===== src/rtl/cla_nibble_serial_adder.sv =====
// cla_nibble_serial_adder: WIDTH-bit adder that time-shares one 4-bit
// carry-look-ahead slice across all nibbles, LSB first, one nibble per clock.
// The carry between nibbles is held in a register, so there is no
// combinational path across nibbles.
// Optional feature macro: CLA_SUB_EN adds the i_sub port (a - b via ~b + 1).
// WIDTH must be a multiple of 4 and at least 4.

// 4-bit carry-look-ahead slice: p/g generate, flat c1..c4 look-ahead, s = p ^ c.
module cla4_slice (
  input  logic [3:0] i_a,
  input  logic [3:0] i_b,
  input  logic       i_c0,
  output logic [3:0] o_s,
  output logic       o_c4
);
  logic [3:0] w_p, w_g;
  logic [4:0] w_c;

  assign w_p = i_a ^ i_b;
  assign w_g = i_a & i_b;

  // Each carry is a flat sum of products, with no ripple inside the slice.
  assign w_c[0] = i_c0;
  assign w_c[1] = w_g[0] | (w_p[0] & i_c0);
  assign w_c[2] = w_g[1] | (w_p[1] & w_g[0]) | (w_p[1] & w_p[0] & i_c0);
  assign w_c[3] = w_g[2] | (w_p[2] & w_g[1]) | (w_p[2] & w_p[1] & w_g[0])
                | (w_p[2] & w_p[1] & w_p[0] & i_c0);
  assign w_c[4] = w_g[3] | (w_p[3] & w_g[2]) | (w_p[3] & w_p[2] & w_g[1])
                | (w_p[3] & w_p[2] & w_p[1] & w_g[0])
                | (w_p[3] & w_p[2] & w_p[1] & w_p[0] & i_c0);

  assign o_s  = w_p ^ w_c[3:0];
  assign o_c4 = w_c[4];
endmodule

module cla_nibble_serial_adder #(
  parameter int WIDTH = 16
) (
  input  logic             i_clk,
  input  logic             i_rst,
  input  logic             i_start,
  input  logic [WIDTH-1:0] i_a,
  input  logic [WIDTH-1:0] i_b,
  input  logic             i_cin,
`ifdef CLA_SUB_EN
  input  logic             i_sub,
`endif
  output logic             o_busy,
  output logic             o_done,
  output logic [WIDTH-1:0] o_sum,
  output logic             o_cout
);
  localparam int NIBBLES = WIDTH / 4;
  localparam int IDXW    = (NIBBLES > 1) ? $clog2(NIBBLES) : 1;
  localparam logic [IDXW-1:0] LAST_IDX = IDXW'(NIBBLES - 1);

  typedef enum logic [1:0] {IDLE, RUN, DONE} state_t;

  state_t                      r_state, w_state_nxt;
  logic [NIBBLES-1:0][3:0]     r_a, r_b, r_psum, w_psum_nxt;
  logic                        r_carry;
  logic [IDXW-1:0]             r_idx;
  logic [WIDTH-1:0]            r_sum;
  logic                        r_cout;
  logic [3:0]                  w_s;
  logic                        w_c4;
  logic                        w_last;
  logic                        w_sub;

`ifdef CLA_SUB_EN
  assign w_sub = i_sub;
`else
  assign w_sub = 1'b0;
`endif

  // The single shared slice; the nibble mux in front of it plus the slice
  // itself form the critical path, independent of WIDTH.
  cla4_slice u_slice (
    .i_a  (r_a[r_idx]),
    .i_b  (r_b[r_idx]),
    .i_c0 (r_carry),
    .o_s  (w_s),
    .o_c4 (w_c4)
  );

  assign w_last = (r_idx == LAST_IDX);

  // Partial sum with the current nibble merged in; also the final result on the last nibble.
  always_comb begin
    w_psum_nxt        = r_psum;
    w_psum_nxt[r_idx] = w_s;
  end

  // State register.
  always_ff @(posedge i_clk) begin
    if (i_rst) r_state <= IDLE;
    else       r_state <= w_state_nxt;
  end

  // Next-state logic: start only matters in IDLE and is never queued.
  always_comb begin
    w_state_nxt = r_state;
    case (r_state)
      IDLE:    if (i_start) w_state_nxt = RUN;
      RUN:     if (w_last)  w_state_nxt = DONE;
      DONE:    w_state_nxt = IDLE;
      default: w_state_nxt = IDLE;
    endcase
  end

  // Datapath: capture on accept, one nibble per RUN cycle, result load on the last nibble.
  always_ff @(posedge i_clk) begin
    if (i_rst) begin
      r_a     <= '0;
      r_b     <= '0;
      r_psum  <= '0;
      r_carry <= 1'b0;
      r_idx   <= '0;
      r_sum   <= '0;
      r_cout  <= 1'b0;
    end else begin
      case (r_state)
        IDLE: if (i_start) begin
          r_a     <= i_a;
          // Subtraction is a + ~b + 1; cin is ignored then.
          r_b     <= w_sub ? ~i_b : i_b;
          r_carry <= w_sub ? 1'b1 : i_cin;
          r_idx   <= '0;
          r_psum  <= '0;
        end
        RUN: begin
          r_psum  <= w_psum_nxt;
          r_carry <= w_c4;
          r_idx   <= w_last ? '0 : r_idx + 1'b1;
          if (w_last) begin
            r_sum  <= w_psum_nxt;
            r_cout <= w_c4;
          end
        end
        default: ;
      endcase
    end
  end

  assign o_busy = (r_state == RUN);
  assign o_done = (r_state == DONE);
  assign o_sum  = r_sum;
  assign o_cout = r_cout;
endmodule

===== config.mk =====
export PLATFORM = sky130hd
export DESIGN_NAME = cla_nibble_serial_adder
export DESIGN_NICKNAME = d
export VERILOG_FILES = /design/src/rtl/cla_nibble_serial_adder.sv
export SDC_FILE = /design/constraint.sdc
export NUM_CORES = 1
export LEC_CHECK = 0
export BUFFER_PORTS_ARGS = -buffer_cell sky130_fd_sc_hd__buf_2
export CAP_MARGIN = 10
export CORE_UTILIZATION = 59
export DETAILED_ROUTE_END_ITERATION = 7
export GPL_ROUTABILITY_DRIVEN = 1
export PLACE_DENSITY_LB_ADDON = 0.08
export REMOVE_ABC_BUFFERS = 1
export SLEW_MARGIN = 20
export SYNTH_ARGS = -nofsm -noshare
export SYNTH_HDL_FRONTEND = slang
export SYNTH_HIERARCHICAL = 1
export SYNTH_SLANG_ARGS = --single-unit

===== constraint.sdc =====
create_clock -name i_clk -period 4.25 [get_ports i_clk]
set_clock_uncertainty 0.1 [all_clocks]
set_input_delay 0.425 -clock i_clk [delete_from_list [all_inputs] [get_ports i_clk]]
set_output_delay 0.425 -clock i_clk [all_outputs]
set_load 0.01 [all_outputs]

# Yosys cells after proc, flatten, opt, wreduce, memory -nomap -nowiden
# Cells that the tools add are included.
# classes
addsub,1
multipliers,0
div_mod_pow,0
magnitude_cmp,2
eq_ne,5
n_shift,0
muxes,17
bitwise_logic,29
n_reduce_logical,7
# ops
cell,count
$pmux 16 s2,1
$and 1x1->1,16
$bmux 4 s2,2
$bwmux 16,1
$mux 16,1
$mux 4,3
$or 1x1->1,10
$demux 4 s2,1
$mux 2,4
$pmux 2 s2,2
$reduce_and 2->1,4
$xor 4x4->4,2
$and 4x4->4,1
$eq 2x2->1 const B,2
$lt 2x3->1 const B,1
$add 2x1->2 const B,1
$eq 2x1->1 const B,1
$ge 2x1->1 const B,1
$logic_not 2->1,1
$ne 2x1->1 const B,1
$ne 2x2->1 const B,1
$pmux 1 s2,1
$reduce_bool 2->1,1
$logic_and 1x1->1,1
$mux 1,1
# totals
regBits,70
latch_bits,0
ramBits,0
rom_bits,0
input_bits,36
output_inout_bits,19
elab_cells,78
n_memories,0

# Logic depth before layout (Yosys ltp)
# logic_depth
word_depth,10
depth_mapped,8
mapped_depth_nobuf,7

# Modules after synthesis
# The synthesis kept the hierarchy.
# by_module_without_submodules
module,n_inst,cells_each,area_each_um2,seq_area_each_um2
cla_nibble_serial_adder,1,254,2852.7,1321.3
cla4_slice,1,17,147.6,0.0

# Least setup slack after synthesis
# Ideal clock, no wire load.
# synth_timing
path_type,register -> register
startpoint,reg r_idx[1]
endpoint,reg r_sum[11] (netlist: o_sum[11])
setup_time_ns,0.068
arrival_ns,2.465
t_required_ns,4.082
path_slack_ns,1.617
stages_incl_launch_ff,9
n_path_buf,1
period_less_slack_ns,2.633
path_cell_list,dfxtp_1 -> clkbuf_1 -> mux4_2 -> ha_1 -> a21o_1 -> a31o_1 -> xor2_1 -> mux2i_1 -> o2bb2ai_2
# synth_via
elab_chain_cells,9
elab_cells_between_ends,23
cone_classes,order compare: 2; eq/ne: 1; mux: 7; bitwise: 11; reduce/logical: 2
# synth_rtl
item,line_no,text
from (decl),62,logic [IDXW-1:0] r_idx;
from (signal assigned),134,r_idx <= w_last ? '0 : r_idx + 1'b1;
$bmux 4 s2 (on tied branches),"79, 80",
$mux 4 (on tied branches),"79, 80",
$xor 4x4->4 or $and 4x4->4 (tied branches),"19, 20",
$and 1x1->1 (on tied branches),"26, 27",
$or 1x1->1 (tied with other cells),26,assign w_c[3] = w_g[2] | (w_p[2] & w_g[1]) | (w_p[2] & w_p[1] & w_g[0])
$or 1x1->1 or $and 1x1->1 (tied branches),"26, 27",
$or 1x1->1,27,| (w_p[2] & w_p[1] & w_p[0] & i_c0);
$xor 4x4->4 *,32,assign o_s = w_p ^ w_c[3:0];
named net w_s[3],65,logic [3:0] w_s;
$bwmux 16 *,91,w_psum_nxt[r_idx] = w_s;
to (signal assigned),136,r_sum <= w_psum_nxt;
to (decl),63,logic [WIDTH-1:0] r_sum;
# Mark *: on every way through the listed nets, which the timed path passes. The rest lies on a longest branch. The select of a mux whose other input is x is not followed.
# A chain may end at the register's enable or synchronous reset.

# Final worst setup path
# layout_timing
startpoint,reg r_idx[0]
endpoint,reg r_psum[11] (netlist bit)
# layout_via
elab_chain_cells,10
elab_cells_between_ends,22
cone_classes,order compare: 2; mux: 8; bitwise: 11; reduce/logical: 1
# layout_rtl
item,line_no,text
$bmux 4 s2 (on tied branches),"79, 80",
$mux 4 (on tied branches),"79, 80",
$xor 4x4->4 or $and 4x4->4 (tied branches),"19, 20",
$and 1x1->1 (on tied branches),"26, 27",
$or 1x1->1 (tied with other cells),26,
$or 1x1->1 or $and 1x1->1 (tied branches),"26, 27",
$or 1x1->1,27,
$xor 4x4->4 *,32,
named net w_s[3],65,
$bwmux 16 *,91,
$pmux 16 s2 *,122,case (r_state)
to (signal assigned),132,r_psum <= w_psum_nxt;
to (decl),60,"logic [NIBBLES-1:0][3:0] r_a, r_b, r_psum, w_psum_nxt;"
# Marked as above.

==> run_results.csv <==
group,metric,value,unit
sta,hold_ws,0.219,ns
synthesis,synth-edff-count,0,
die,die-area,0.00537,mm^2
cts,cts_buffer_depth,2,
power_and_ir_drop,p_leak,1.47,nW
run_status,status,"finished clean",
min_path,hp-start,"i_b[8]",
die,start_util,62.3,%
run,max-cap-violations,0,
drt,ant_nets,0,
finish,syn_to_final_growth,14.8,%
drt,drt-pass1-iter-count,4,
die,num_rows,25,
synthesis,synth_area_leaders,"dfxtp_1 44%, mux2i_1 15%, mux4_2 6.0%",
synthesis,synth_cells,271,
synthesis,synth_simple_gate_area_share,7.05,%
synthesis,synth_compound_area_share,15.6,%
global_routing,grtUsageMet2,35.1,%
synthesis,synth_area,0.00300,mm^2
cts,cts_hold_buf,0,
global_routing,grt_pass1_wl,9300,um
cts,cts.sinks,66,
sta,fmax,0.335,GHz
drt,routed_wirelength,5620,um
sta,grt_setup_unrepaired,"no",
worst_setup_path,worstReg2RegEnd,"r_psum[11]",
global_routing,first_global_vias,1959,
finish,layout-drive-gt1-share,29.1,%
global_routing,grt.total_usage,23.2,%
finish,final_nets,368,
cts,cts_tree,"built",
worst_setup_path,path_class,"flop to flop",
finish,antennaDiodeCount,0,
sta,worst_slack,1.27,ns
cts,cts_made_buffers,9,
worst_setup_path,cp-end-kind,"flop",
synthesis,synthDistinctLibCells,35,
cts,path_clk_slew,0.07,ns
drt,drtIter0Drc,115,
sta,setup_viol,0,
synthesis,ys_seq_area_share,44.0,%
synthesis,synth_top_family_by_area,"multiplexers",
placed_design,dpl_worst_slack,1.23,ns
synthesis,yosys.area.top_type,"dfxtp_1",
drt,route.detailed.drc,0,
drt,vias,2098,
synthesis,ys_seq_elements,66,
cts,cts_resized,0,
placed_design,place_congestion,0.774,
worst_setup_path,rrSetupSlack,1.27,ns
worst_setup_path,cp.required,4.38,ns
finish,final_util,71.5,%
power_and_ir_drop,vdd_drop_max,0.277,mV
sta,final_hold_viol_count,0,
global_routing,met3_usage,6.17,%
worst_setup_path,crit_slowest_cell,"dfxtp_1",
die,ios,55,
die,dieHeight,73.3,um
synthesis,ys.flop_type,"dfxtp_1",
drt,drt-vias-per-instance,5.34,
worst_setup_path,critical_path_arrival,3.11,ns
min_path,hold_end,"r_b[8]",
cts,insertion_delay,0.34,ns
global_routing,overflow,0,
die,dieWidth,73.3,um
sta,tightest_slew,1.11,ns
synthesis,yosys.area_share.adder,4.84,%
sta,min_period_over_period,70.1,%
sta,setup_tns,0,ns
cts,htreeDepth,3,
sta,period_minus_slack,2.98,ns
placed_design,io_buffers,54,
synthesis,synthArstFlopShare,0,%
synthesis,muxShareOfSynthArea,20.7,%
global_routing,top_usage_layer,"met2",
global_routing,grt_max_degree,55,
worst_setup_path,reg2reg_depth,7,
worst_setup_path,crit_fanout,13,
worst_setup_path,r2r_start,"r_idx[0]",
power_and_ir_drop,power.density,390,mW/mm^2
die,core,0.00482,mm^2
global_routing,antenna_found_initial,0,
worst_setup_path,path_cells,"mux4_2 -> ha_1 -> a21o_1 -> a31o_1 -> xor2_1 -> nand2b_1 -> o32ai_1",
worst_setup_path,cpPeakStageDelay,0.77,ns
min_path,hold_depth,3,
min_path,hold_class,"input port to flop",
synthesis,syn_avg_cell_area,11.1,um^2
cts,cts_setup_buffers,0,
sta,maxSlewViolCount,0,
drt,wl_per_cell,14.3,um
sta,slew-limit-headroom,25.8,%
synthesis,yosys_warnings,6,
synthesis,synthXorXnorAreaFrac,0.876,%
cts,clockRootBuffer,"clkbuf_8",
worst_setup_path,start_kind,"flop",
placed_design,dp_hpwl,3780,um
synthesis,synth_top_area_share,44.0,%
global_routing,gr-usage-met1,31.8,%
-- per-stage QoR --
step,total power [W],cell area (um^2),cells
after floorplan,0.000802,2880,254
after global placement,0.000850,3260,377
after detailed placement,0.000853,3260,377
after CTS,0.00135,3440,393
after global routing,0.00140,3440,393
final,0.00134,3440,393
-- kinds of logic (layout without fill, tap and decap cells) --
group / after synthesis / in the layout
compound gates: 48 / 48
xor+xnor: 3 / 3
fa+ha+maj: 11 / 11
buf+inv: 40 / 95
flops: 66 / 66
mux: 52 / 52
simple gates: 51 / 51
-- critical path, delay by kind of cell, from the launching register on --
family,cells,cell delay (ns)
xor gates and xnor gates,1,0.36
AOI/OAI and AO/OA,3,0.59
adders and majority gates,1,0.30
DFF,1,0.77
muxes,1,0.60
and+or+nand+nor,1,0.16
-- power breakdown --
| group | total, W | internal (W) | switching, W |
|---|---|---|---|
| Sequential | 0.000663 | 0.000644 | 0.0000189 |
| Clock | 0.000504 | 0.000267 | 0.000237 |
| Combinational | 0.000177 | 0.0000803 | 0.0000968 |
-- Yosys cell counts (all sizes together), types with 2 or more instances --
cell / instances
clkbuf: 6
buf: 11
a21oi: 6
mux2i: 44
o2bb2ai: 12
o21a: 5
ha: 10
mux4: 8
dfxtp: 66
inv: 23
nor2: 37
a21o: 3
nand2b: 5
a22o: 5
nand2: 6
o32ai: 12
xnor2: 2
-- how the worst max path moves through the flow --
stage | start | to | slack (ns) | cells after the start
floorplan | i_start | r_a[0] | -0.20 | 3
global placement | r_idx[0] | r_psum[3] | 1.31 | 7
detailed placement | r_idx[0] | r_psum[11] | 1.23 | 7
CTS | r_idx[0] | r_psum[11] | 1.22 | 7
global route | r_idx[0] | r_psum[11] | 1.04 | 7
finish | r_idx[0] | r_psum[11] | 1.27 | 7
-- per-layer routing --
layer / vias up / wire length (um)
met5: - / 0
li1: 1061 / -
met2: 45 / 2440
met3: 7 / 200
met4: 0 / 87
met1: 985 / 2890
-- state kept, by name, summed over array words and instances, names as in the netlist --
register	flops
r_carry	1
r_b	16
r_psum	12
o_cout	1
r_a	16
r_state	2
o_sum	16
r_idx	2
-- cells in the final DEF (no fill, tap or decap), types with 2 or more instances in the layout --
master      n
inv_4       2
clkbuf_8    9
mux2i_1    44
nand2_1     6
o21a_1      5
a21o_1      3
dfxtp_1    66
buf_2      54
ha_1       10
o2bb2ai_2   9
buf_4       2
a21oi_1     5
clkinv_2    4
a22o_1      5
nand2b_1    5
mux4_2      8
nor2_1     37
o2bb2ai_1   2
o32ai_1    12
xnor2_1     2
inv_1      21
-- area by class of cell --
class,count,area (um^2)
Timing Repair Buffer,56,285
Inverter,23,91.3
Tap cell,67,83.8
Fill cell,376,1370
Sequential cell,66,1320
Multi-Input combinational cell,165,1480
Clock inverter,6,57.6
Clock buffer,10,128
Power figures use the tool's default switching activity.
